**config.mk**
```make
export PLATFORM = sky130hd
export DESIGN_NAME = sim_ctrl_flat
export DESIGN_NICKNAME = d
export VERILOG_FILES = /design/src/rtl/sim_ctrl_pkg.sv /design/src/rtl/sim_ctrl_if.sv /design/src/rtl/sim_ctrl_wdog.sv /design/src/rtl/sim_ctrl.sv /design/src/flat_wrapper.sv
export SDC_FILE = /design/constraint.sdc
export NUM_CORES = 1
export LEC_CHECK = 0
export BUFFER_PORTS_ARGS = -buffer_cell sky130_fd_sc_hd__buf_2
export CORE_MARGIN = 5
export CORE_UTILIZATION = 40
export CTS_BUF_LIST = sky130_fd_sc_hd__clkbuf_16
export DETAILED_ROUTE_END_ITERATION = 10
export GPL_TIMING_DRIVEN = 0
export PLACE_DENSITY_LB_ADDON = 0.1
export RECOVER_POWER = 25
export SYNTH_ARGS = -nofsm -noshare
export SYNTH_HDL_FRONTEND = slang
export SYNTH_SLANG_ARGS = --single-unit
```
**constraint.sdc**
```tcl
create_clock -name clk -period 4.4 [get_ports clk]
set_clock_uncertainty 0.1 [all_clocks]
set_input_delay 0.44 -clock clk [delete_from_list [all_inputs] [get_ports clk]]
set_output_delay 0.44 -clock clk [all_outputs]
set_load 0.01 [all_outputs]
```
**src/rtl/sim_ctrl_pkg.sv**
```systemverilog
// Shared definitions for the simulation-control peripheral: register map,
// controller states and the verdict codes software and the watchdog write.
package sim_ctrl_pkg;

    localparam logic [7:0] SC_TESTNUM  = 8'h00;
    localparam logic [7:0] SC_FINISH   = 8'h04;
    localparam logic [7:0] SC_CYCLE_LO = 8'h08;
    localparam logic [7:0] SC_CYCLE_HI = 8'h0C;
    localparam logic [7:0] SC_WDOG     = 8'h10;
    localparam logic [7:0] SC_STATUS   = 8'h14;

    typedef enum logic [1:0] {
        RUN       = 2'd0,
        FINISHING = 2'd1,
        DONE      = 2'd2
    } sc_state_e;

    localparam logic [31:0] PASS_CODE    = 32'd1;
    localparam logic [31:0] TIMEOUT_CODE = 32'hDEAD_0001;

endpackage

```
**src/rtl/sim_ctrl_if.sv**
```systemverilog
// Data-bus port of the simulation-control peripheral. The CPU side is the
// master; the peripheral is the slave and answers reads one cycle later.
interface sim_ctrl_if #(
    parameter int AW = 8
);
    logic          req_i;
    logic          we_i;
    logic [AW-1:0] addr_i;
    logic [31:0]   wdata_i;
    logic [31:0]   rdata_o;
    logic          rvalid_o;

    modport master (
        output req_i, we_i, addr_i, wdata_i,
        input  rdata_o, rvalid_o
    );

    modport slave (
        input  req_i, we_i, addr_i, wdata_i,
        output rdata_o, rvalid_o
    );
endinterface

```
**src/rtl/sim_ctrl_wdog.sv**
```systemverilog
// Free-running 64-bit cycle counter plus the watchdog comparator. The hit
// output is high for the cycle in which the low counter word equals a
// nonzero limit while the controller has armed the watchdog.
module sim_ctrl_wdog (
    input  logic        clk,
    input  logic        rst,
    input  logic        count_en,
    input  logic        arm,
    input  logic [31:0] limit,
    output logic [63:0] cycle,
    output logic        hit
);

    // Count every enabled cycle, wrapping naturally at 2^64.
    always_ff @(posedge clk or negedge rst) begin
        if (!rst) begin
            cycle <= '0;
        end else if (count_en) begin
            cycle <= cycle + 64'd1;
        end
    end

    assign hit = arm && (limit != 32'd0) && (cycle[31:0] == limit);

endmodule

```
**src/rtl/sim_ctrl.sv**
```systemverilog
// Simulation-control peripheral: test software writes its test number and a
// final verdict; the block drains in-flight stores, then latches done/pass
// for the testbench. A watchdog forces a failing finish if software hangs.
module sim_ctrl
    import sim_ctrl_pkg::*;
#(
    parameter int          AW           = 8,
    parameter int          DRAIN_CYCLES = 4,
    parameter logic [31:0] WDOG_RESET   = 32'd100000
) (
    input  logic        clk,
    input  logic        rst,
    sim_ctrl_if.slave   bus,
    output logic        done_o,
    output logic        pass_o,
    output logic [31:0] testnum_o,
    output logic        timeout_o
);

    localparam int DW = (DRAIN_CYCLES > 0) ? $clog2(DRAIN_CYCLES + 1) : 1;
    localparam logic [DW-1:0] DRAIN_LOAD = DW'(DRAIN_CYCLES);

    sc_state_e     state;
    logic [31:0]   testnum_q;
    logic [31:0]   code_q;
    logic [31:0]   wdog_q;
    logic [DW-1:0] drain_q;
    logic          verdict_q;

    logic [63:0]   cycle;
    logic          hit;
    logic          count_en;
    logic          arm;

    logic [AW-1:0] word_addr;
    logic          wr, rd;
    logic          sel_testnum, sel_finish, sel_cycle_lo, sel_cycle_hi;
    logic          sel_wdog, sel_status;
    logic          fin_wr;
    logic [31:0]   status;
    logic [31:0]   read_data;

    // The address LSBs are masked off so any byte address hits its word.
    assign word_addr    = bus.addr_i & ~AW'(3);
    assign wr           = bus.req_i & bus.we_i;
    assign rd           = bus.req_i & ~bus.we_i;
    assign sel_testnum  = (word_addr == AW'(SC_TESTNUM));
    assign sel_finish   = (word_addr == AW'(SC_FINISH));
    assign sel_cycle_lo = (word_addr == AW'(SC_CYCLE_LO));
    assign sel_cycle_hi = (word_addr == AW'(SC_CYCLE_HI));
    assign sel_wdog     = (word_addr == AW'(SC_WDOG));
    assign sel_status   = (word_addr == AW'(SC_STATUS));

    // Only the first nonzero FINISH write while running carries a verdict.
    assign fin_wr = wr && sel_finish && (bus.wdata_i != 32'd0) && (state == RUN);

    // The counter stops on the edge that enters DONE, so its frozen value is
    // the cycle in which completion was decided.
    assign count_en = (state == RUN) || ((state == FINISHING) && (drain_q != '0));
    assign arm      = (state == RUN);

    assign status    = {28'b0, state, timeout_o, done_o};
    assign testnum_o = testnum_q;

    sim_ctrl_wdog u_wdog (
        .clk      (clk),
        .rst      (rst),
        .count_en (count_en),
        .arm      (arm),
        .limit    (wdog_q),
        .cycle    (cycle),
        .hit      (hit)
    );

    // Read multiplexer; unmapped words read as zero.
    always_comb begin
        read_data = 32'd0;
        if (sel_testnum)       read_data = testnum_q;
        else if (sel_finish)   read_data = code_q;
        else if (sel_cycle_lo) read_data = cycle[31:0];
        else if (sel_cycle_hi) read_data = cycle[63:32];
        else if (sel_wdog)     read_data = wdog_q;
        else if (sel_status)   read_data = status;
    end

    // Register one-cycle read responses.
    always_ff @(posedge clk or negedge rst) begin
        if (!rst) begin
            bus.rdata_o  <= 32'd0;
            bus.rvalid_o <= 1'b0;
        end else begin
            bus.rvalid_o <= rd;
            if (rd) begin
                bus.rdata_o <= read_data;
            end
        end
    end

    // Register writes and the RUN -> FINISHING -> DONE controller.
    always_ff @(posedge clk or negedge rst) begin
        if (!rst) begin
            state     <= RUN;
            testnum_q <= 32'd0;
            code_q    <= 32'd0;
            wdog_q    <= WDOG_RESET;
            drain_q   <= '0;
            verdict_q <= 1'b0;
            done_o    <= 1'b0;
            pass_o    <= 1'b0;
            timeout_o <= 1'b0;
        end else begin
            if (wr && sel_testnum && (state != DONE)) begin
                testnum_q <= bus.wdata_i;
            end
            if (wr && sel_wdog && (state != DONE)) begin
                wdog_q <= bus.wdata_i;
            end
            case (state)
                RUN: begin
                    if (fin_wr) begin
                        code_q    <= bus.wdata_i;
                        verdict_q <= (bus.wdata_i == PASS_CODE);
                        drain_q   <= DRAIN_LOAD;
                        state     <= FINISHING;
                    end else if (hit) begin
                        code_q    <= TIMEOUT_CODE;
                        verdict_q <= 1'b0;
                        timeout_o <= 1'b1;
                        drain_q   <= DRAIN_LOAD;
                        state     <= FINISHING;
                    end
                end
                FINISHING: begin
                    if (drain_q == '0) begin
                        state  <= DONE;
                        done_o <= 1'b1;
                        pass_o <= verdict_q;
                    end else begin
                        drain_q <= drain_q - DW'(1);
                    end
                end
                default: begin
                end
            endcase
        end
    end

endmodule

```
**src/flat_wrapper.sv**
```systemverilog
// flat-port wrapper written by rule: the top's interface ports become plain ports
module sim_ctrl_flat import sim_ctrl_pkg::*;
#(
    parameter int          AW           = 8,
    parameter int          DRAIN_CYCLES = 4,
    parameter logic [31:0] WDOG_RESET   = 32'd100000
)
  (clk, rst, done_o, pass_o, testnum_o, timeout_o, bus_req_i, bus_we_i, bus_addr_i, bus_wdata_i, bus_rdata_o, bus_rvalid_o);
  sim_ctrl_if #(.AW(AW)) bus_i ();
  input  logic clk;
  input  logic rst;
  output logic done_o;
  output logic pass_o;
  output logic [31:0] testnum_o;
  output logic timeout_o;
  input wire logic [$bits(bus_i.req_i)-1:0] bus_req_i;
  input wire logic [$bits(bus_i.we_i)-1:0] bus_we_i;
  input wire logic [$bits(bus_i.addr_i)-1:0] bus_addr_i;
  input wire logic [$bits(bus_i.wdata_i)-1:0] bus_wdata_i;
  output wire logic [$bits(bus_i.rdata_o)-1:0] bus_rdata_o;
  output wire logic [$bits(bus_i.rvalid_o)-1:0] bus_rvalid_o;
  assign bus_i.req_i = bus_req_i;
  assign bus_i.we_i = bus_we_i;
  assign bus_i.addr_i = bus_addr_i;
  assign bus_i.wdata_i = bus_wdata_i;
  assign bus_rdata_o = bus_i.rdata_o;
  assign bus_rvalid_o = bus_i.rvalid_o;
  sim_ctrl #(.AW(AW), .DRAIN_CYCLES(DRAIN_CYCLES), .WDOG_RESET(WDOG_RESET)) u_core (.clk(clk), .rst(rst), .bus(bus_i), .done_o(done_o), .pass_o(pass_o), .testnum_o(testnum_o), .timeout_o(timeout_o));
endmodule
```
### Word level (Yosys, flattened, before mapping)

Cells that the tools add are included.

| word-level totals | value |
|---|---|
| flip-flop bits (word level) | 202 |
| input port bits | 44 |
| output and inout port bits | 68 |

| cells by class | value |
|---|---|
| add/subtract/negate cells | 2 |
| equality and inequality tests | 12 |
| mux-type cells | 18 |
| bitwise gates (word level) | 4 |
| reductions and logical operators | 24 |

Operator list:

| cell | count |
|---|---|
| two-way mux 32 bit | 7 |
| adder 64 x 1 -> 64 bit (second input constant) | 1 |
| nonzero test 32 bit | 2 |
| equality test 32 x 1 -> 1 bit (second input constant) | 1 |
| equality test 32 bit | 1 |
| equality test 6 x 2 -> 1 bit (second input constant) | 2 |
| equality test 6 x 3 -> 1 bit (second input constant) | 2 |
| logical AND 1 bit | 10 |
| two-way mux 3 bit | 3 |
| AND reduction 3 bit | 3 |
| zero test 8 bit | 1 |
| equality test 6 x 1 -> 1 bit (second input constant) | 1 |
| two-way mux 2 bit | 3 |
| inequality test 2 bit (second input constant) | 3 |
| case mux 3 bit (2 select lines) | 1 |
| two-way mux 4 bit | 1 |
| case mux 2 bit (2 select lines) | 1 |
| AND reduction 2 bit | 2 |
| nonzero test 2 bit | 2 |
| zero test 3 bit | 1 |
| inequality test 3 x 1 -> 1 bit (second input constant) | 1 |
| nonzero test 3 bit | 1 |
| subtractor 3 x 1 -> 3 bit (second input constant) | 1 |
| AND 1 bit | 2 |
| 5 further kinds | 7 |

### Depth between registers and ports, before layout

Gate-level depths: netlist of run 1.

| depth | value |
|---|---|
| depth after elaboration | 7 |
| mapped depth | 10 |

### Cells and area by module

Synthesis of run 1 repeated with hierarchy kept, for this count alone.

| unflattened totals | value |
|---|---|
| cell total of the unflattened synthesis | 887 |
| area, all modules | 10,000.8 µm² |

Modules (own cells, without submodules):

| module | instances | cells each | area an instance (µm²) |
|---|---|---|---|
| sim_ctrl | 1 | 533 | 6,458.7 |
| sim_ctrl_wdog | 1 | 354 | 3,542.1 |

### Least setup slack after synthesis of run 1

OpenSTA, ideal clock, no wires.

| path | value |
|---|---|
| path type | input -> register |
| start point | in bus_addr_i[7] |
| end point | reg u_core.testnum_q[10] (netlist: u_core.testnum_o[10]) |
| arrival time | 2.189 ns |
| required time | 4.175 ns |
| setup slack | 1.986 ns |
| stages | 6 |
| path through | or4_1 buf_2 or3_1 nor2_2 buf_4 mux2_2 |

| between the ends | value |
|---|---|
| word-level cells in the longest chain between the ends | 3 |

RTL lines:

| element | RTL line | text |
|---|---|---|
| start, declared | flat_wrapper.sv:18 | `input wire logic [$bits(bus_i.addr_i)-1:0] bus_addr_i;` |
| zero test 8 bit | sim_ctrl.sv:47 | `assign sel_testnum = (word_addr == AW'(SC_TESTNUM));` |
| logical AND 1 bit (2 in series) | sim_ctrl.sv:112 | `if (wr && sel_testnum && (state != DONE)) begin` |
| end signal, assigned | sim_ctrl.sv:113 | `testnum_q <= bus.wdata_i;` |
| end, declared | sim_ctrl.sv:24 | `logic [31:0] testnum_q;` |

No other way between the ends.
A chain may end at the register's enable or synchronous reset.

### Worst setup path after layout of run 1

| path | value |
|---|---|
| start point | reg u_core.drain_q[1] |
| end point | reg u_core.u_wdog.cycle[53] |

| between the ends | value |
|---|---|
| word-level cells in the longest chain between the ends | 3 |

RTL lines:

| element | RTL line | text |
|---|---|---|
| start, declared | sim_ctrl.sv:27 | `logic [DW-1:0] drain_q;` |
| start signal, assigned | sim_ctrl.sv:139 | `drain_q <= drain_q - DW'(1);` |
| nonzero test 3 bit | sim_ctrl.sv:59 | `assign count_en = (state == RUN) \|\| ((state == FINISHING) && (drain_q != '0));` |
| logical AND 1 bit | sim_ctrl.sv:59 |  |
| logical OR 1 bit | sim_ctrl.sv:59 |  |
| end signal, assigned | sim_ctrl_wdog.sv:19 | `cycle <= cycle + 64'd1;` |
| end, declared | sim_ctrl_wdog.sv:10 | `output logic [63:0] cycle,` |

No other way between the ends.

==> results.txt, run 1 <==
* Status: complete, but fails checks
* Violations in the final reports: max-capacitance violations, max-slew violations
- Initial standard-cell utilization of the core: 0.405
* Reg2Reg Setup Slack: 1.19 ns
- The layout has 2488 filler cells.
* Class of the tightest hold or removal check: in2reg
- The routed design has 35300 µm of wire.
- Counting every instance in the synthesized netlist gives 966.
- Antenna violations before repair: 0
- Minimum period implied by the final worst setup slack: 3.21 ns
* Height of the chip: 169 µm
- Remaining max-slew budget at the tightest pin: -0.582
- Number of buffers created by CTS: 24
- Detailed Route Iter0 Violations: 727
- Type of element capturing the critical path: flop
* Total of buffers placed on input and output ports: 107
* Final worst setup slack: 1.19 ns
- The synthesized netlist occupies a cell area of 10200 µm².
- The worst setup path is launched from a flop.
- The endpoint identified for the worst register-to-register timing path is u_core.u_wdog.cycle[53]$_DFFE_PN0P_.
* Hold violation total from the final report: 0
* Post-route total power: 4.65 mW
- In this run the power spent charging and discharging nets is 1.34 mW.
- Biggest fanout along the worst timing path: 8
* DP Area: 11100 µm²
* Horizontal die dimension: 169 µm
- Setup violations remaining at the end of the flow were counted as 0.
* Final design area excluding fillers: 11800 µm²
- Worst path cell trace: inv_1 > ha_1 > nor2b_1 > clkbuf_1 > a211oi_2 > nand4_1 > nor4_2 > nand4_1 > xnor2_1
- The most numerous cell type found on the critical path is sky130_fd_sc_hd__nand4_1.
- The number of nets in the synthesized netlist is 1013.
* Source of the worst register-to-register timing path: u_core.drain_q[1]$_DFFE_PN0P_
- Routed vias: 8348
* RSZ-0062 raised after global routing: no
- Clk pin slew, worst setup/hold paths: 0.06 ns
* Worst hold slack after final layout: 0.0734 ns
- For the worst setup path, the data arrival time is 3.50 ns.
- Core occupancy in the finished layout: 0.471
- Leaving out fill and tap cells, the most frequent cell in the layout is sky130_fd_sc_hd__dfrtp_1.
- In this run the number of H-tree levels came out at 1.
- The worst hold path begins at bus_wdata_i[8].
- Classification of the worst setup path: reg2reg
- Power spread over the standard cell area amounts to 393 nW/µm².
- Part of the total power dissipated in sequential elements: 0.461
- Across the run, the number of max-cap violations was 1.
- In the global route stage, overall resource usage came out at 0.247.
* Clk sink count: 202
* Full die area: 28700 µm²
- Pins over their slew limit: 88
- Avg Inst Size Synth: 10.5 µm²
- Counting instances, the worst hold path has a depth of 2.
- Placed cell count: 1404
* Crit path largest cell delay: 0.77 ns
- I/O pin cnt: 112
* Post-detailed-route via-to-cell ratio: 5.77
* Core area: 25100 µm²
- The synthesized design contains 0 enable-type register cells.
- Relative contribution of the clock network to total power: 0.393
- Of the total power, the share spent switching nets is 0.288.
- The kind of cell with the highest combined delay along the critical path is simple AND/OR/NAND/NOR gates.
- Part of the Yosys area used for sequential elements: 0.498
- FMAX: 0.312 GHz
- At the worst endpoint, the required time is 4.69 ns.
- For this design, the slowest cell found on the critical path is sky130_fd_sc_hd__a211oi_2.
- In this run the static leakage power is 5.38 nW.
- The most used flip-flop cell after synthesis is sky130_fd_sc_hd__dfrtp_1.
- Final TNS setup: 0 ns
* Layout cells sized above 1: 0.197
- DR DRC count: 0
- After synthesis, the share of flip-flops with an asynchronous set or reset is 1.00.
- Dividing the detail-routed wire length by the instance count gives 24.4 µm.
- Counting both buffers and inverters, the worst setup path holds a total of 2.
- Compared with the post-synthesis result, the final layout area differs by 16.3%.
- Of the available clock period, the critical path in the final layout requires 0.729.
- Depth of the most critical reg-to-reg path: 9
- For this run, the detailed router's first-pass iteration total came to 5.
- The share of total power dissipated in combinational logic is 0.146.
- Once the clock tree was built, the setup fixing pass inserted 0 buffers.
- Number of standard cells in the layout, taps in and fillers out: 1447
* Worst Hold Endpoint: u_core.wdog_q[8]$_DFFE_PN0P_
* Clock tree buffer depth: 3
* Final layout net count: 1148
- At the later pin of the worst-skew pair, clock insertion delay measures 0.53 ns.
* Peak ir drop on the vdd network: 0.250 mV
- The count of nets left with antenna violations once routing finished came out at 0.
- OpenSTA, run right after detailed placement, puts the worst setup slack at 1.23 ns.
- Global route total overflow: 0
- Distinct cell type count of the synthesized netlist: 59
- TritonCTS clock tree: yes
* Largest net degree at the start of global routing: 116
- First-pass GRT wire length: 53700 µm
- Internal cell power: 3.31 mW
- Placer Congestion: 0.921
- Synth Warn #: 0
* Leading cell types in the layout, fill and taps excluded: 196 x sky130_fd_sc_hd__dfrtp_1, 109 x sky130_fd_sc_hd__nand2_1, 91 x sky130_fd_sc_hd__buf_2
- Number of diodes added for antenna fixing: 0
- For the pin with the worst max-slew slack, the measured transition is 2.37 ns.
* Flip-flop and latch count after synthesis: 202
- Standard-cell rows: 58
* Via count of the first global-routing pass: 8496
- Clock root buffer: sky130_fd_sc_hd__clkbuf_16
* Estimated wirelength of the detail-placed design: 26900 µm
-- cells in the mapped netlist (2+ instances only) --
cell / number / share of area
sky130_fd_sc_hd__a21oi_1: 42 / 0.021
sky130_fd_sc_hd__clkbuf_1: 41 / 0.015
sky130_fd_sc_hd__nor3_1: 11 / 0.0054
sky130_fd_sc_hd__nor4_1: 31 / 0.019
sky130_fd_sc_hd__o41ai_1: 15 / 0.013
sky130_fd_sc_hd__and3_1: 10 / 0.0062
sky130_fd_sc_hd__o22ai_1: 12 / 0.0074
sky130_fd_sc_hd__nor2b_1: 15 / 0.0092
sky130_fd_sc_hd__a211oi_1: 2 / 0.0015
sky130_fd_sc_hd__buf_2: 15 / 0.0074
sky130_fd_sc_hd__nand2b_1: 2 / 0.0012
sky130_fd_sc_hd__xnor2_1: 50 / 0.043
sky130_fd_sc_hd__a211oi_2: 2 / 0.0025
sky130_fd_sc_hd__o22a_1: 11 / 0.0095
sky130_fd_sc_hd__a2111oi_0: 14 / 0.012
sky130_fd_sc_hd__ha_1: 3 / 0.0037
sky130_fd_sc_hd__nor2_1: 23 / 0.0085
sky130_fd_sc_hd__dfstp_2: 6 / 0.016
sky130_fd_sc_hd__o211a_1: 14 / 0.014
sky130_fd_sc_hd__buf_1: 4 / 0.0015
sky130_fd_sc_hd__o21ai_0: 47 / 0.023
sky130_fd_sc_hd__or3_1: 5 / 0.0031
sky130_fd_sc_hd__nand3_1: 24 / 0.012
sky130_fd_sc_hd__dfrtp_1: 196 / 0.48
sky130_fd_sc_hd__or2_2: 2 / 0.0012
sky130_fd_sc_hd__o31ai_1: 10 / 0.0074
sky130_fd_sc_hd__mux2_2: 73 / 0.081
sky130_fd_sc_hd__and2_1: 10 / 0.0062
sky130_fd_sc_hd__o211ai_1: 2 / 0.0015
sky130_fd_sc_hd__a22oi_1: 32 / 0.024
sky130_fd_sc_hd__nand2_1: 109 / 0.040
sky130_fd_sc_hd__a221oi_1: 4 / 0.0034
sky130_fd_sc_hd__buf_4: 4 / 0.0030
sky130_fd_sc_hd__xor2_1: 45 / 0.039
sky130_fd_sc_hd__nor2_2: 2 / 0.0012
sky130_fd_sc_hd__inv_1: 23 / 0.0085
sky130_fd_sc_hd__nor3_2: 3 / 0.0030
sky130_fd_sc_hd__nand4_1: 24 / 0.015
sky130_fd_sc_hd__and4_1: 8 / 0.0069
-- flip-flops by register name (all words and copies together) (netlist names), 2 cells and up --
register / count
u_core.drain_q: 3
u_core.u_wdog.cycle: 64
u_core.state: 2
u_core.testnum_o: 32
u_core.code_q: 32
u_core.bus.rdata_o: 32
u_core.wdog_q: 32
-- power groups by stage --
stage               clock (mW)  combinational (mW)  sequential, mW
floorplan                    0               0.411            2.14
global placement             0               0.677            2.17
detailed placement           0               0.684            2.17
CTS                       1.87               0.689            2.14
global route              1.95               0.756            2.16
finish                    1.83               0.680            2.14
-- layout make-up --
type	instances	area, µm²	area share
plain buffers	64	274	0.0232
repair buffers	109	536	0.0453
well taps	330	413	0.0349
clock buffers	24	601	0.0508
multi-input cells	677	4740	0.401
inverters	23	86.3	0.00730
clock inverters	18	109	0.00921
flip-flops and latches	202	5060	0.428
-- repair_timing --
action,4_1_cts,5_1_grt
endpoints found under the setup margin,0,0
endpoints found under the hold margin,81,0
gates resized for setup,0,0
hold buffers,1,0
-- metal layers --
metal,track usage,vias up,routed length (µm)
met5,0,-,0
met1,0.363,4223,16500
li1,-,3786,-
met3,0.0368,61,1840
met2,0.378,278,15800
met4,0.0760,0,1140
-- logic make-up after synthesis --
group	Yosys count	synth area share
AOI/OAI and AO/OA	216	0.148
xor gates and xnor gates	95	0.0819
buffers and inverters	87	0.0355
and+or+nand+nor	287	0.148
DFF	202	0.498
muxes	76	0.0852
adders and majority gates	3	0.00369
-- worst max-delay path by stage --
stage                                  startpoint                                   to  cells after the start
global route        u_core.drain_q[0]$_DFFE_PN0P_  u_core.u_wdog.cycle[60]$_DFFE_PN0P_                      9
floorplan                           bus_addr_i[7]     u_core.testnum_o[10]$_DFFE_PN0P_                      6
global placement                              rst   u_core.bus.rdata_o[12]$_DFFE_PN0P_                      1
finish              u_core.drain_q[1]$_DFFE_PN0P_  u_core.u_wdog.cycle[53]$_DFFE_PN0P_                      9
detailed placement  u_core.drain_q[0]$_DFFE_PN0P_  u_core.u_wdog.cycle[49]$_DFFE_PN0P_                      9
CTS                 u_core.drain_q[0]$_DFFE_PN0P_  u_core.u_wdog.cycle[47]$_DFFE_PN0P_                      9
No activity file was read; power rests on OpenSTA's default activity.
==> inputs of run 2 (changes only) <==
--- a/config.mk
+++ b/config.mk
@@ -5,6 +5,7 @@
 export SDC_FILE = /design/constraint.sdc
 export NUM_CORES = 1
 export LEC_CHECK = 0
+export ABC_AREA = 1
 export BUFFER_PORTS_ARGS = -buffer_cell sky130_fd_sc_hd__buf_2
 export CORE_MARGIN = 5
 export CORE_UTILIZATION = 40
==> constraint.sdc (replaced) <==
create_clock -name clk -period 3.2 [get_ports clk]
set_clock_uncertainty 0.1 [all_clocks]
set_input_delay 0.32 -clock clk [delete_from_list [all_inputs] [get_ports clk]]
set_output_delay 0.32 -clock clk [all_outputs]
set_load 0.01 [all_outputs]
==> run 2 against run 1 <==
  * The run now ends clean
  * Final cell count is 48% higher
  * Total power is 55% higher
  * Sequential power is 42% higher
  * Non-clock buffer count is 23 higher
  * Area after synthesis is 12% higher
  * Design area is 15% higher
  * Critical path type unchanged
  * Largest cell class is now multi-input combinational cells
  * Highest routed layer is now met5
==> results.txt, run 2 <==
* Status: finished clean
- In this run, synthesis inferred 0 flip-flops with an integrated enable.
- Core occupancy in the finished layout: 0.487
- Leakage power: 6.70 nW
- The number of antenna violations at the first check in global routing was 1.
* DR DRC count: 0
- Routed WL: 44500 µm
* Post-route total power: 7.22 mW
- Layout cells sized above 1: 0.123
- Dividing the final minimum period by the clock period gives 0.790.
- TritonCTS built the clock tree.
- The critical path is of the reg2reg type.
- The commonest cells after synthesis are 477 x sky130_fd_sc_hd__nand2_1, 205 x sky130_fd_sc_hd__inv_1, 196 x sky130_fd_sc_hd__dfrtp_1, 166 x sky130_fd_sc_hd__nor2_1, 134 x sky130_fd_sc_hd__o21ai_0.
* Standard-cell rows: 61
- Top reg by flops: u_core.u_wdog.cycle
- The library cell used most frequently in the layout, excluding fill and tap cells, is sky130_fd_sc_hd__nand2_1.
- For the pin with the worst max-slew slack, the measured transition is 1.49 ns.
- Compared with the post-synthesis result, the final layout area differs by 19.7%.
* Pins over their slew limit: 0
- Number of buffers created by CTS: 25
* Number of diodes added for antenna fixing: 0
* Wirelength per Cell: 20.8 µm
- The number of placed instances, taps included, is 2061.
- The die covers 31900 µm².
- The share of the Yosys chip area taken by registers is 0.445.
- FMAX: 0.396 GHz
- Counting flops with an async set or reset pin after synthesis yields a share of 1.00.
- For this run, the number of standard cells in the final layout without fillers is 2138.
- Max-capacitance violation count: 0
- Insertion delay of the later-clocked pin in the worst-skew pair: 0.53 ns
- Post-route ant nets: 0
- The worst-case IR drop observed on VDD is 0.428 mV.
* Clock tree buffer depth: 3
* Distinct cell type count of the synthesized netlist: 44
* Leading cell types in the layout, fill and taps excluded: 478 x sky130_fd_sc_hd__nand2_1, 210 x sky130_fd_sc_hd__inv_1, 196 x sky130_fd_sc_hd__dfrtp_1
- Cells after synthesis: 1572
- The clock net in this run drives a total of 202 sinks.
- Largest net degree at the start of global routing: 90
- CTS built an H-tree with a depth of 1.
* Post-detailed-route via-to-cell ratio: 5.27
- In the post-synthesis netlist, the cell with the most instances is sky130_fd_sc_hd__nand2_1.
- Height of the chip: 179 µm
* Class of the tightest hold or removal check: in2reg
* Minimum period implied by the final worst setup slack: 2.53 ns
* Signal arrival time at the worst endpoint: 2.84 ns
* Final layout net count: 1789
- Core area: 27900 µm²
- Clk pin slew, worst setup/hold paths: 0.07 ns
- Count of fill cells added during filler insertion: 2874
* Type of element capturing the critical path: flop
- When the netlist entered floorplanning its net count stood at 1619.
- Detailed-router iteration count before antenna repair: 6
* Estimated wirelength of the detail-placed design: 35200 µm
- The via count of the first global-routing pass was 10800.
* Biggest fanout along the worst timing path: 6
* Clock root buffer: sky130_fd_sc_hd__clkbuf_16
- The synthesized netlist occupies a cell area of 11400 µm².
- In this run the count of I/O pins placed on the die edge is 112.
- Dividing total power by cell area gives a power density of 530 nW/µm².
- Horizontal die dimension: 179 µm
* Total of buffers placed on input and output ports: 109
- During synthesis, Yosys emitted a total of 0 warnings.
- Placer Congestion: 0.972
- Worst hold slack after final layout: 0.0261 ns
* Hold violation total from the final report: 0
- Crit start category: flop
* Resized Gates After CTS: 0
- For this block, the via count after detailed routing is 11300.
- Prevailing post-synth register cell: sky130_fd_sc_hd__dfrtp_1
- After synthesis, the cell types taking the most area are sky130_fd_sc_hd__dfrtp_1 43%, sky130_fd_sc_hd__nand2_1 16%, sky130_fd_sc_hd__inv_1 6.8%.
* Overall global routing resource usage: 0.281
- Final setup fails: 0
- Data on the critical path is required at its endpoint by 3.51 ns.
- Dividing the synthesized area by the synthesized cell count gives 7.23 µm².
* Flip-flop and latch count after synthesis: 202
- The register with the most flip-flops in the layout has 64 of them.
- sky130_fd_sc_hd__dfrtp_1 takes more of the synthesized area than any other cell.
- Setup repair after global routing left no endpoint under its margin.
- The first global-routing pass estimated 66600 µm of wire.
* Share of the synthesized area in the top cell type: 0.431
- In this run the tightest slew margin relative to its limit is 0.00737.
- After global routing the overflow that remains totals 0.
* Initial standard-cell utilization of the core: 0.407
- Detailed Route Iter0 Violations: 1155
-- run 2: cell count changes after synthesis, sizes merged, moves of 55 or more --
cell,delta
nand2,+381
o21ai,+97
nand3,+55
nor2,+154
mux2,-72
inv,+189
-- run 2: layout make-up --
cell class	count	area (µm²)	area share
Buffer	53	234	0.0172
Multi-Input combinational cell	1105	5270	0.387
Clock inverter	20	240	0.0176
Sequential cell	202	5060	0.372
Timing Repair Buffer	143	918	0.0675
Inverter	212	796	0.0585
Tap cell	378	473	0.0347
Clock buffer	25	626	0.0460
-- run 2: critical path: stages (launching register included) --
cell and delay (ns):
sky130_fd_sc_hd__dfrtp_1 0.50, sky130_fd_sc_hd__ha_1 0.38, sky130_fd_sc_hd__nand2_2 0.12, sky130_fd_sc_hd__nor2_4 0.25, sky130_fd_sc_hd__nand2_4 0.14, sky130_fd_sc_hd__nor2_8 0.19
sky130_fd_sc_hd__nand2_4 0.13, sky130_fd_sc_hd__nor2_8 0.15, sky130_fd_sc_hd__nand3_1 0.23, sky130_fd_sc_hd__xor2_1 0.22
-- run 2: path summary, 6_finish.rpt --
path,from,endpoint,slack (ns),cells after the start
worst max-delay path,u_core.u_wdog.cycle[0]$_DFFE_PN0P_,u_core.u_wdog.cycle[32]$_DFFE_PN0P_,0.67,9
worst min-delay path,bus_wdata_i[25],u_core.wdog_q[25]$_DFFE_PN0P_,0.03,3
worst max register to register,u_core.u_wdog.cycle[0]$_DFFE_PN0P_,u_core.u_wdog.cycle[32]$_DFFE_PN0P_,0.67,9
worst min register to register,u_core.drain_q[2]$_DFFE_PN0P_,u_core.drain_q[2]$_DFFE_PN0P_,0.37,2
max in group asynchronous,rst,u_core.wdog_q[15]$_DFFE_PN1P_,0.95,4
min in group asynchronous,rst,u_core.u_wdog.cycle[57]$_DFFE_PN0P_,0.58,2
-- run 2: power by group --
group          internal [mW]  leakage (nW)  switching (mW)
combinational          0.333          3.67           0.791
sequential              2.80          2.58           0.240
clock                   1.89         0.448            1.16
total                   5.03          6.70            2.19
-- run 2: cell families (layout without fill, tap and decap cells) --
family / Yosys count / in the layout / share of synthesized area
simple gates: 841 / 841 / 0.322
xor+xnor: 51 / 51 / 0.0399
flops: 202 / 202 / 0.445
fa+ha+maj: 3 / 3 / 0.00330
mux: 2 / 2 / 0.00198
buf+inv: 265 / 453 / 0.0906
compound gates: 208 / 208 / 0.0967
-- run 2: layer usage --
layer / vias to the layer above / track usage / part of all wire
met5: - / 0 / 0.00029
met4: 2 / 0.0835 / 0.030
met3: 75 / 0.0615 / 0.077
met2: 425 / 0.428 / 0.45
met1: 5437 / 0.400 / 0.45
li1: 5325 / - / -
-- run 2: repair_timing --
action / CTS / global route
buffers inserted: 0 / 0
setup endpoints to repair: 0 / 0
endpoints found under the hold margin: 99 / 0
hold buffers: 32 / 0
-- run 2: metrics by stage --
stage	TNS [ns]	instance area, µm²	setup slack (ns)
floorplan	0	11400	1.35
global placement	-406.65	12400	-2.08
detailed placement	0	12500	0.734
CTS	0	13600	0.721
global route	0	13600	0.538
finish	0	13600	0.673
==> inputs of run 3 (changes only) <==
==> constraint.sdc (replaced) <==
create_clock -name clk -period 2.05 [get_ports clk]
set_clock_uncertainty 0.1 [all_clocks]
set_input_delay 0.205 -clock clk [delete_from_list [all_inputs] [get_ports clk]]
set_output_delay 0.205 -clock clk [all_outputs]
set_load 0.01 [all_outputs]
==> run 3 against run 2 <==
  * The flow now finishes with violations (negative setup slack)
  * Maximum frequency rose by 23%
  * Wire length increased by 1.2%
  * First-iteration DRC count shrank 5.3%
  * Critical endpoint is now u_core.u_wdog.cycle[38]$_DFFE_PN0P_
  * Largest cell class unchanged
  * Largest power group is now registers
==> results.txt, run 3 (synthesized netlist as in run 2, its figures left out) <==
* Global route total overflow: 0
* Total of buffers placed on input and output ports: 109
- Using the TritonRoute via totals, the vias-per-cell ratio works out to 5.27.
- RSZ-0062 raised after global routing: yes
* Pins over their slew limit: 0
* Sequential cell area in the final layout: 5100 µm²
- Final worst setup slack: -0.000209 ns
- From synthesis to final layout, the design area changed by 25.7%.
- Post-route ant nets: 0
- For flop-to-flop paths, the worst setup slack is -0.0002 ns.
- Number of buffers created by CTS: 25
* Overall global routing resource usage: 0.282
- The floorplan step set the die width to 179 µm.
- Wirelength per Cell: 20.7 µm
- Pwr/cell area: 813 nW/µm²
- The number of antenna violations at the first check in global routing was 0.
- The critical path is of the reg2reg type.
* Routed vias: 11500
- Standard-cell rows: 61
* Detailed Route Iter0 Violations: 1094
- Estimated wirelength of the detail-placed design: 35200 µm
- Violations in the final reports: negative setup slack
- Final layout net count: 1828
- The worst pin sits at a relative slew slack of 0.298.
- Core occupancy in the finished layout: 0.512
- For the worst-skew pair, the clock arrives at the later sink with an insertion delay of 0.53 ns.
- DR DRC count: 0
* Crit path from: u_core.u_wdog.cycle[1]$_DFFE_PN0P_
- Count of fill cells added during filler insertion: 2820
- Final hold analysis gives a worst-case slack of 0.0787 ns.
- Destination of the critical timing path: u_core.u_wdog.cycle[38]$_DFFE_PN0P_
- Setup violations remaining at the end of the flow were counted as 1.
- Clk pin slew, worst setup/hold paths: 0.06 ns
- Final TNS setup: -0.000209 ns
* Max FFs per register: 64
- Largest net degree at the start of global routing: 90
- Clock tree buffer depth: 3
* Peak ir drop on the vdd network: 0.694 mV
- The die covers 31900 µm².
- For this block, the routed nets add up to 45100 µm of wire.
- Post-route total power: 11.6 mW
- Via count of the first global-routing pass: 10900
- Max-capacitance violation count: 0
- u_core.u_wdog.cycle holds more flip-flops than any other register.
- The first global-routing pass estimated 66900 µm of wire.
* Required time reported for the critical path endpoint: 2.37 ns
* Minimum period implied by the final worst setup slack: 2.05 ns
* Number of standard cells in the layout, taps in and fillers out: 2177
* Slew of the pin with the lowest slew margin: 1.05 ns
- Height of the chip: 179 µm
- Clock root buffer: sky130_fd_sc_hd__clkbuf_16
- FMAX: 0.488 GHz
- Hold violation total from the final report: 0
- Summed over all cells, the static leakage comes to 7.00 nW.
* Detailed-router iteration count before antenna repair: 5
* Area taken by multi-input logic gates: 5540 µm²
- Leaving out fill and tap cells, the most frequent cell in the layout is sky130_fd_sc_hd__nand2_1.
- Routability-driven placement finished with a final weighted congestion of 0.972.
- Worst r2r dst: u_core.u_wdog.cycle[38]$_DFFE_PN0P_
- The run finished, with violations left.
- Source of the worst register-to-register timing path: u_core.u_wdog.cycle[1]$_DFFE_PN0P_
* Layout cells sized above 1: 0.193
- In this run, placement finished with an instance count of 2061.
- STA puts the critical path data arrival time at 2.37 ns.
- The min-delay analysis places its worst path in the category in2async.
- Leading cell types in the layout, fill and taps excluded: 467 x sky130_fd_sc_hd__nand2_1, 202 x sky130_fd_sc_hd__inv_1, 169 x sky130_fd_sc_hd__dfrtp_1
- The core region is 27900 µm².
* Clk sink count: 202
- The number of antenna diodes in the final layout is 0.
- In this run the number of H-tree levels came out at 1.
- The worst register-to-register path has a depth of 12.
* Type of element capturing the critical path: flop
- Crit start category: flop
- Final worst-path cycle share: 1.00
- The initial utilization of the core area, before any placement, comes to 0.407.
* I/O pin cnt: 112
* TritonCTS clock tree: yes
* Biggest fanout along the worst timing path: 5
==> run 3: cell count changes in the layout (fill, tap and decap cells not counted), sizes merged <==
cell,change
buf,+37
clkbuf,+1
clkinvlp,+1
dlygate4sd3,+1
inv,-1
==> run 3: routing by layer <==
| metal | vias up | GRT usage | part of all wire | routed length (µm) |
|---|---|---|---|---|
| met1 | 5555 | 0.399 | 0.44 | 19700 |
| li1 | 5419 | - | - | - |
| met5 | - | 0 | 0 | 0 |
| met2 | 419 | 0.433 | 0.45 | 20300 |
| met4 | 0 | 0.0828 | 0.031 | 1420 |
| met3 | 79 | 0.0632 | 0.081 | 3660 |
==> run 3: stage by stage <==
| step | instance area [µm²] | setup slack [ns] |
|---|---|---|
| 2_1_floorplan | 11400 | 0.201 |
| 3_3_place_gp | 12400 | -3.12 |
| 3_5_place_dp | 12500 | -0.416 |
| 4_1_cts | 13900 | 0.00394 |
| 5_1_grt | 14300 | -0.0624 |
| 6_report | 14300 | -0.000209 |
==> run 3: worst min path at each step <==
stage                                     endpoint  slack (ns)
3_3_place_gp          u_core.wdog_q[7]$_DFFE_PN1P_        0.34
6_report       u_core.u_wdog.cycle[57]$_DFFE_PN0P_        0.08
2_1_floorplan    u_core.bus.rdata_o[0]$_DFFE_PN0P_       -0.19
3_5_place_dp   u_core.u_wdog.cycle[57]$_DFFE_PN0P_        0.06
4_1_cts          u_core.bus.rdata_o[2]$_DFFE_PN0P_        0.08
5_1_grt        u_core.u_wdog.cycle[57]$_DFFE_PN0P_        0.13
==> run 3: final cells by class <==
class	instances	share of cell area
Sequential cell	202	0.357
Multi-Input combinational cell	1105	0.388
Buffer	52	0.0180
Inverter	212	0.0563
Timing Repair Buffer	183	0.0875
Clock buffer	25	0.0438
Clock inverter	20	0.0168
Tap cell	378	0.0331
==> run 3: report_power, final <==
| group | internal [mW] | switching [mW] |
|---|---|---|
| registers | 4.39 | 0.389 |
| clock network | 2.95 | 1.81 |
| logic | 0.747 | 1.33 |
| total | 8.09 | 3.53 |
==> run 3: worst max-delay path, cell delays in order (launching register included) <==
cell	delay, ns
sky130_fd_sc_hd__dfrtp_2	0.46
sky130_fd_sc_hd__ha_4	0.19
sky130_fd_sc_hd__nand2_4	0.05
sky130_fd_sc_hd__nor2_4	0.12
sky130_fd_sc_hd__nand2_4	0.09
sky130_fd_sc_hd__nor2_8	0.20
sky130_fd_sc_hd__nand2_8	0.11
sky130_fd_sc_hd__nor2_8	0.16
sky130_fd_sc_hd__nand2_4	0.09
sky130_fd_sc_hd__nor2_8	0.17
sky130_fd_sc_hd__nand2_1	0.07
sky130_fd_sc_hd__nand2_1	0.06
sky130_fd_sc_hd__nand2_1	0.05
==> run 3: repair_timing <==
| action | in CTS | in global routing |
|---|---|---|
| hold buffers | 33 | 0 |
| hold endpoints to repair | 207 | 0 |
| pin swaps | 7 | 24 |
| setup buffers | 12 | 27 |
| resized for setup | 44 | 78 |
| setup endpoints to repair | 87 | 112 |
